### config.mk
export PLATFORM = sky130hd
export DESIGN_NAME = multiport_regfile
export DESIGN_NICKNAME = d
export VERILOG_FILES = /design/src/rtl/regfile_pkg.sv /design/src/rtl/regfile_scoreboard.sv /design/src/rtl/multiport_regfile.sv
export SDC_FILE = /design/constraint.sdc
export NUM_CORES = 2
export LEC_CHECK = 0
export ABC_AREA = 1
export CELL_PAD_IN_SITES_DETAIL_PLACEMENT = 2
export CELL_PAD_IN_SITES_GLOBAL_PLACEMENT = 2
export CORE_MARGIN = 5
export CORE_UTILIZATION = 36
export DETAILED_ROUTE_END_ITERATION = 8
export PLACE_DENSITY = 0.77
export SLEW_MARGIN = 25
export SYNTH_ARGS = -nofsm -noshare
export SYNTH_HDL_FRONTEND = slang
export SYNTH_SLANG_ARGS = --single-unit
### constraint.sdc
create_clock -name clk -period 6.5 [get_ports clk]
set_clock_uncertainty 0.05 [all_clocks]
set_input_delay 1.3 -clock clk [delete_from_list [all_inputs] [get_ports clk]]
set_output_delay 1.3 -clock clk [all_outputs]
set_load 0.005 [all_outputs]
### src/rtl/regfile_pkg.sv
// Shared defaults, clear-FSM state encoding and the write-bypass port selector
// for the multiport register file.
package regfile_pkg;

  localparam int DATA_W_DEF = 32;
  localparam int ADDR_W_DEF = 5;
  localparam int NUM_RD_DEF = 2;
  localparam int NUM_WR_DEF = 2;
  localparam int MAX_WR     = 2;

  typedef enum logic {
    CLEAR = 1'b0,
    READY = 1'b1
  } state_t;

  typedef struct packed {
    logic hit;
    logic idx;
  } byp_sel_t;

  // Highest-numbered matching write port wins, mirroring the array write priority.
  function automatic byp_sel_t bypass_sel(input logic [MAX_WR-1:0] match);
    byp_sel_t sel;
    sel = '{hit: 1'b0, idx: 1'b0};
    for (int j = 0; j < MAX_WR; j++) begin
      if (match[j]) begin
        sel.hit = 1'b1;
        sel.idx = j[0];
      end
    end
    return sel;
  endfunction

endpackage

### src/rtl/regfile_scoreboard.sv
// Busy-bit scoreboard: one pending-write flag per register, set on issue,
// cleared on write or by the clear sequence, with one read mux per read port.
module regfile_scoreboard
  import regfile_pkg::*;
#(
  parameter int ADDR_W = ADDR_W_DEF,
  parameter int NUM_RD = NUM_RD_DEF,
  parameter int NUM_WR = NUM_WR_DEF
) (
  input  logic                     clk,
  input  logic                     clr_en,
  input  logic [ADDR_W-1:0]        clr_idx,
  input  logic [NUM_WR-1:0]        wr_act,
  input  logic [NUM_WR*ADDR_W-1:0] wr_addr,
  input  logic                     iss_act,
  input  logic [ADDR_W-1:0]        iss_addr,
  input  logic [NUM_RD*ADDR_W-1:0] rd_addr,
  output logic [NUM_RD-1:0]        rd_busy
);

  logic [2**ADDR_W-1:0] busy;

  // NOTE: within one always_ff the last non-blocking assignment to a bit wins,
  // so placing the issue set after the write clears gives set priority.
  always_ff @(posedge clk) begin
    if (clr_en) begin
      busy[clr_idx] <= 1'b0;
    end else begin
      for (int j = 0; j < NUM_WR; j++) begin
        if (wr_act[j]) busy[wr_addr[j*ADDR_W +: ADDR_W]] <= 1'b0;
      end
      if (iss_act) busy[iss_addr] <= 1'b1;
    end
  end

  always_comb begin
    rd_busy = '0;
    for (int k = 0; k < NUM_RD; k++) begin
      rd_busy[k] = busy[rd_addr[k*ADDR_W +: ADDR_W]];
    end
  end

endmodule

### src/rtl/multiport_regfile.sv
// Multiport register file with hardwired r0, busy scoreboard and a sequential
// clear after reset. Define REGFILE_BYPASS_EN to forward same-cycle writes to reads.
module multiport_regfile
  import regfile_pkg::*;
#(
  parameter int DATA_W = DATA_W_DEF,
  parameter int ADDR_W = ADDR_W_DEF,
  parameter int NUM_RD = NUM_RD_DEF,
  parameter int NUM_WR = NUM_WR_DEF
) (
  input  logic                     clk,
  input  logic                     rst,
  input  logic [NUM_RD*ADDR_W-1:0] rd_addr,
  output logic [NUM_RD*DATA_W-1:0] rd_data,
  output logic [NUM_RD-1:0]        rd_busy,
  input  logic [NUM_WR-1:0]        wr_en,
  input  logic [NUM_WR*ADDR_W-1:0] wr_addr,
  input  logic [NUM_WR*DATA_W-1:0] wr_data,
  input  logic                     iss_en,
  input  logic [ADDR_W-1:0]        iss_addr,
  output logic                     init_busy
);

  localparam int DEPTH = 2**ADDR_W;

  state_t             state;
  logic [ADDR_W-1:0]  clr_cnt;
  logic               blank;
  logic               clr_en;
  logic [NUM_WR-1:0]  wr_act;
  logic               iss_act;
  logic [NUM_RD-1:0]  busy_raw;
  logic [DATA_W-1:0]  mem [DEPTH];

  // Outputs are blanked whenever reset is held or the array is still being cleared.
  assign blank     = rst || (state == CLEAR);
  assign clr_en    = !rst && (state == CLEAR);
  assign init_busy = blank;
  assign iss_act   = !blank && iss_en && (iss_addr != '0);

  always_comb begin
    wr_act = '0;
    for (int j = 0; j < NUM_WR; j++) begin
      wr_act[j] = !blank && wr_en[j] && (wr_addr[j*ADDR_W +: ADDR_W] != '0);
    end
  end

  always_ff @(posedge clk) begin
    if (rst) begin
      state   <= CLEAR;
      clr_cnt <= '0;
    end else if (state == CLEAR) begin
      clr_cnt <= clr_cnt + 1'b1;
      if (clr_cnt == '1) state <= READY;
    end
  end

  // NOTE: the array has no reset branch; a parallel reset of every entry would
  // defeat RAM inference, so zeroing is left to the one-entry-per-cycle clear.
  always_ff @(posedge clk) begin
    if (clr_en) begin
      mem[clr_cnt] <= '0;
    end else begin
      for (int j = 0; j < NUM_WR; j++) begin
        if (wr_act[j]) mem[wr_addr[j*ADDR_W +: ADDR_W]] <= wr_data[j*DATA_W +: DATA_W];
      end
    end
  end

  regfile_scoreboard #(
    .ADDR_W (ADDR_W),
    .NUM_RD (NUM_RD),
    .NUM_WR (NUM_WR)
  ) u_scoreboard (
    .clk      (clk),
    .clr_en   (clr_en),
    .clr_idx  (clr_cnt),
    .wr_act   (wr_act),
    .wr_addr  (wr_addr),
    .iss_act  (iss_act),
    .iss_addr (iss_addr),
    .rd_addr  (rd_addr),
    .rd_busy  (busy_raw)
  );

  for (genvar k = 0; k < NUM_RD; k++) begin : g_rd
    logic [ADDR_W-1:0] ra;
    logic [DATA_W-1:0] dat;
    logic              bsy;

    assign ra = rd_addr[k*ADDR_W +: ADDR_W];

`ifdef REGFILE_BYPASS_EN
    logic [MAX_WR-1:0] match;
    byp_sel_t          sel;

    always_comb begin
      match = '0;
      for (int j = 0; j < NUM_WR; j++) begin
        match[j] = wr_act[j] && (wr_addr[j*ADDR_W +: ADDR_W] == ra);
      end
    end

    assign sel = bypass_sel(match);
`endif

    always_comb begin
      dat = mem[ra];
      bsy = busy_raw[k];
`ifdef REGFILE_BYPASS_EN
      // A forwarded write also retires the pending flag unless re-issued this cycle.
      if (sel.hit) begin
        dat = wr_data[sel.idx*DATA_W +: DATA_W];
        bsy = iss_act && (iss_addr == ra);
      end
`endif
      if (blank || (ra == '0)) begin
        dat = '0;
        bsy = 1'b0;
      end
    end

    assign rd_data[k*DATA_W +: DATA_W] = dat;
    assign rd_busy[k]                  = bsy;
  end

endmodule

---- Word level (Yosys, flattened, before mapping) ----
Memory sizes are Yosys's and may differ from the RTL's.
Index checks and enable logic that the tools add are counted.
cells by class
  add/subtract/negate cells ............... 1
  $lt $le $gt $ge ......................... 10
  eq/ne operators ......................... 1
  muxes and demuxes ....................... 35
  bitwise logic cells ..................... 8
  reduce and logical (&&, ||, !) cells .... 22
operators with widths
  kind                 count
  $mux 32              9
  $and 32x32->32       3
  $not 32->32          3
  $lt 5x6->1 const B   6
  $or 32x32->32        1
  $reduce_or 32->1     1
  $demux 1 s5          4
  $ge 5x1->1 const B   4
  $mux 1               19
  $reduce_bool 5->1    3
  $logic_and 1x1->1    11
  $bmux 1 s5           2
  $logic_not 5->1      2
  $add 5x1->5 const B  1
  $eq 5x5->1 const B   1
  $mux 5               1
  $logic_or 1x1->1     3
  $logic_not 1->1      2
  $not 1->1            1
storage, ports and cells
  register bits ........................... 38
  bits in writable memories ............... 1024
  input bits .............................. 94
  output and inout port bits .............. 67
  word-level logic and storage cells ...... 81
  memories ................................ 1
memory list
  memory  words  width  read ports  clocked after memory_dff  wr ports  RTL line                 source
  mem     32     32     2           0                         2         multiport_regfile.sv:33  logic [DATA_W-1:0] mem [DEPTH];

---- Logic depth before layout (Yosys ltp) ----
  depth after elaboration ................. 14
  gate-level depth with buffers ........... 12
  gate-level depth less buffers ........... 11

---- By module ----
Synthesis repeated with hierarchy kept, for this count alone.
unflattened totals
  cell total of the unflattened synthesis .. 9020
  area total of the unflattened synthesis .. 66144.7 um2
by module, submodules not included
  module              instances  cells an instance  area an instance (um2)  seq. area each (um2)
  multiport_regfile   1          8488               63221.9                 30869.6
  regfile_scoreboard  1          532                2922.8                  640.6

---- Worst setup path after synthesis ----
No wires, ideal clock.
  path type ............................... input-to-output
  start point ............................. input rd_addr[1]
  end point ............................... output rd_busy[0]
  arrival ................................. 2.573 ns
  required time ........................... 5.150 ns
  slack ................................... 2.577 ns
  cell stages on the path ................. 9
  path buffers ............................ 4
  path through ............................ buf_2 nor2_1 buf_2 buf_2 a21oi_1 nand3_1 nand3_1 a21oi_1 buf_4
between the ends
  word-level cells in the longest chain between the ends .. 3
  elaborated cells between the ends (all ways) .. 5
  those cells by class .................... mux (3); reduce/logical (2)
RTL lines
  item                                                              RTL line                                            source
  start, declared                                                   multiport_regfile.sv:13                             input logic [NUM_RD*ADDR_W-1:0] rd_addr,
  $bmux 1 s5 or $logic_not 5->1 (tied branches)                     regfile_scoreboard.sv:39, multiport_regfile.sv:117
  $mux 1 (not written as such) or $logic_or 1x1->1 (tied branches)  regfile_scoreboard.sv:39, multiport_regfile.sv:117
  $mux 1 *                                                          multiport_regfile.sv:117                            if (blank || (ra == '0)) begin
  end, declared                                                     multiport_regfile.sv:15                             output logic [NUM_RD-1:0] rd_busy,
Mark *: on every way between the ends. The rest lies on a longest branch, timed or not. The select of a mux whose other input is x is not followed.

---- Worst setup path after layout ----
  start point ............................. input rd_addr[5]
  end point ............................... output rd_data[63]
between the ends
  word-level cells in the longest chain between the ends .. 3
  elaborated cells between the ends (all ways) .. 4
  those cells by class .................... mux (1); reduce/logical (2); memory (1)
RTL lines
  item                                                   RTL line                  source
  branches (longest 2 deep; another with $mem_v2 32x32)  -
  $mux 32 *                                              multiport_regfile.sv:117
  end, declared                                          multiport_regfile.sv:14   output logic [NUM_RD*DATA_W-1:0] rd_data,
Mark *: on every way between the ends.

==> flow_summary.ini <==
[floorplan]
initial_core_util_pct = 36.2
io_pins = 161
dieHeight_um = 436
core_um2 = 181000
die_w_um = 436
die-area_um2 = 190000
num_rows = 156

[power]
seqPwrFrac_pct = 45.5
internal_power_mw = 11.9
clock_power_share_pct = 43.8
combPwrFrac_pct = 10.7
peakVddDrop_uv = 262
power_leakage_nw = 28.2
net-switching-power_mw = 4.65
swShare_pct = 28.1
powerDensity_nw_per_um2 = 227

[layout]
finalNonFillerCells = 11100
most-common-layout-cells = sky130_fd_sc_hd__nand2_1 (3925), sky130_fd_sc_hd__nand3_1 (1174), sky130_fd_sc_hd__edfxtp_1 (1024)
layout_commonest_cell = sky130_fd_sc_hd__nand2_1
fin_nets = 8721
drive_gt1_share_pct = 6.18
final_core_util_pct = 40.4
areaGrowthSynthToFinish_pct = 11.8

[detailed_routing]
routedWlPerCell_um = 33.7
vias_per_cell = 6.35
number_of_remaining_drc_errors = 0
drt-pass1-iter-count = 5
route.vias.total = 70500
detail-route-antenna-nets = 0
route.final.wire_length_um = 374000
initialDrtViolationCount = 7209

[placed_design]
dp.final_hpwl_um = 214000
port_buf_inserts = 160
placed_cells = 10900
placement.setup.worst_slack_ps = 905
globalplace.congestion = 0.848

[synth]
ys_seq_elements = 1062
yosysSeqAreaShare_pct = 48.3
syn-mean-instance-area_um2 = 7.29
syn-num-nets = 9052
ys_warn_count = 0
synthCells = 8953
post_synth_instance_area_um2 = 65300
post-synth-top-area-cell = sky130_fd_sc_hd__edfxtp_1
synth_cell_types = 30
synth_top_area_share_pct = 47.1
synth.area.top_cells = sky130_fd_sc_hd__edfxtp_1 (47%), sky130_fd_sc_hd__nand2_1 (23%), sky130_fd_sc_hd__nand3_1 (9.0%)

[cts]
buffer_depth_of_the_longest_clock_path = 3
cts_repair_resize_count = 0
insertion_delay_ps = 780
cts.reportedPaths.clkPinSlew_ps = 60
number_of_cts_inserted_buffers = 136
cts_post_setup_buffers_inserted = 0
h-tree-depth = 4
cts_hold_repair.buffers = 0
ctsRootBufferMaster = sky130_fd_sc_hd__clkbuf_16
clock_sinks = 1062
tritoncts = built

[timing]
rsz_0062_raised_after_global_routing = false
finalHoldViolCount = 0
maxSlewHeadroom_pct = 19.6
maxSlewViolCount = 0
layout_setup_ws_ps = 764
max_freq_mhz = 174
aggregate_negative_setup_slack_ps = 0
final_period_minus_worst_setup_slack_ps = 5740
finalCritPeriodShare_pct = 88.2
tightest_slew_ps = 1210
report.final.setup_viol = 0

[worst_setup_path]
timing.reg2reg.setup_slack_ps = 2720
critPathSlowestCell = sky130_fd_sc_hd__a21oi_1
critPathCaptureType = primary output
r2r-end = mem[26][30]
worstSetupPathType = in -> out
timing.critical_path.max_delay_family = buffers and inverters
timing.critical_path.slowest_cell_delay_ps = 890
ff2ff_path_depth = 10
worstReg2RegStart = state
worstPathBufferInverterCount = 3
worst-endpoint-required_ps = 5150
critPathMaxFanout = 42
crit_path_cell_trace = buf_8 -> inv_8 -> nand4_1 -> nand2_4 -> a21oi_1 -> clkdlybuf4s50_1
arrival_ps = 4390
critPathLaunchType = input port

[global_route]
via_count_of_the_first_global_routing_pass = 73800
met1_resource_use_gr_pct = 46.3
global_route.usage.total_pct = 38.0
grt_start_max_net_pins = 152
grt_met2_usage_pct = 62.7
gr-max-usage-layer = met2
total_gr_overflow = 0
grt.met3_usage_pct = 5.73
initial_antenna_violation_count = 10
grt_pass1_wl_um = 525000

[worst_hold_path]
worst_hold_path_type = reg -> reg
hold_depth = 2
worstHoldEndpoint = u_scoreboard.busy[0]
min-delay-start = u_scoreboard.busy[0]

[run_status]
outcome = complete, no violations

[flow_run]
number_of_max_capacitance_violations_reported = 0
cell usage after synthesis:
| cell | instances |
|---|---|
| sky130_fd_sc_hd__a21boi_0 | 1 |
| sky130_fd_sc_hd__a21oi_1 | 401 |
| sky130_fd_sc_hd__a31oi_1 | 3 |
| sky130_fd_sc_hd__and2_1 | 1 |
| sky130_fd_sc_hd__buf_1 | 59 |
| sky130_fd_sc_hd__buf_2 | 387 |
| sky130_fd_sc_hd__buf_4 | 6 |
| sky130_fd_sc_hd__clkbuf_1 | 400 |
| sky130_fd_sc_hd__clkbuf_2 | 1 |
| sky130_fd_sc_hd__clkinv_1 | 7 |
| sky130_fd_sc_hd__dfxtp_1 | 38 |
| sky130_fd_sc_hd__edfxtp_1 | 1024 |
| sky130_fd_sc_hd__ha_1 | 5 |
| sky130_fd_sc_hd__inv_1 | 155 |
| sky130_fd_sc_hd__inv_2 | 12 |
| sky130_fd_sc_hd__nand2_1 | 3982 |
| sky130_fd_sc_hd__nand2_2 | 1 |
| sky130_fd_sc_hd__nand2_4 | 3 |
| sky130_fd_sc_hd__nand3_1 | 1174 |
| sky130_fd_sc_hd__nand3b_1 | 1 |
| sky130_fd_sc_hd__nand4_1 | 21 |
| sky130_fd_sc_hd__nor2_1 | 125 |
| sky130_fd_sc_hd__nor2_2 | 35 |
| sky130_fd_sc_hd__nor2_4 | 5 |
| sky130_fd_sc_hd__nor3_1 | 14 |
| sky130_fd_sc_hd__nor3_2 | 3 |
| sky130_fd_sc_hd__o211ai_1 | 2 |
| sky130_fd_sc_hd__o21ai_0 | 570 |
| sky130_fd_sc_hd__o21ai_1 | 516 |
| sky130_fd_sc_hd__or2_2 | 1 |
kinds of logic (layout without fill, tap and decap cells):
| logic type | after synthesis | in the layout | share of synthesized area, % |
|---|---|---|---|
| buffers and inverters | 1027 | 794 | 6.68 |
| AOI/OAI and AO/OA | 1493 | 1493 | 11.5 |
| and+or+nand+nor | 5366 | 5366 | 33.5 |
| other | 0 | 1 | 0 |
| DFF | 1062 | 1062 | 48.3 |
| adders and majority gates | 5 | 5 | 0.0958 |
power by group through the flow:
stage / clock network [mW] / logic, mW / registers, mW
after global placement: 0 / 1.66 / 7.66
final: 7.25 / 1.77 / 7.53
after detailed placement: 0 / 1.71 / 7.67
after global routing: 7.52 / 1.83 / 7.53
after CTS: 7.26 / 1.72 / 7.53
after floorplan: 0 / 0.920 / 7.65
metrics by stage:
| stage | area, um^2 | total power, mW | hold WS, ps |
|---|---|---|---|
| global placement | 68900 | 9.33 | 408 |
| finish | 73000 | 16.5 | 425 |
| floorplan | 65300 | 8.57 | 373 |
| detailed placement | 68900 | 9.37 | 419 |
| CTS | 72900 | 16.5 | 429 |
| global route | 73000 | 16.9 | 463 |
cell type report:
class                   instances  area, um^2
fillers                     20800      108000
flip-flops and latches       1062       31500
multi-input cells            6864       29900
repair buffers                384        3890
clock buffers                 184        3660
well taps                    2370        2970
inverters                     174         703
clock inverters                52         345
diodes                          1        2.50
how the worst max path moves through the flow:
stage                        to       start  slack [ps]  cells after the start
floorplan            rd_busy[0]  rd_addr[1]        2580                      9
global placement    rd_data[19]  rd_addr[0]         870                     12
detailed placement  rd_data[19]  rd_addr[0]         910                     12
CTS                 rd_data[19]  rd_addr[0]         870                     10
global route        rd_data[19]  rd_addr[0]         770                     12
finish              rd_data[63]  rd_addr[5]         760                      6
worst min-delay path, stage by stage, from the launching register on:
cell                      delay, ps
sky130_fd_sc_hd__dfxtp_1        300
sky130_fd_sc_hd__inv_1           80
sky130_fd_sc_hd__a31oi_1         50
state kept, by name, indices dropped and copies added, names as in the netlist:
name               cells
clr_cnt                5
mem                 1024
state                  1
u_scoreboard.busy     32
routing by layer:
| metal | share of wire (%) | vias up | wire [um] |
|---|---|---|---|
| met5 | 0.0088 | - | 33 |
| met3 | 8.2 | 1188 | 30600 |
| met4 | 8.0 | 4 | 29800 |
| li1 | - | 29200 | - |
| met1 | 38 | 36400 | 142000 |
| met2 | 46 | 3748 | 172000 |
Note: power is estimated with default switching activity, not from simulation.
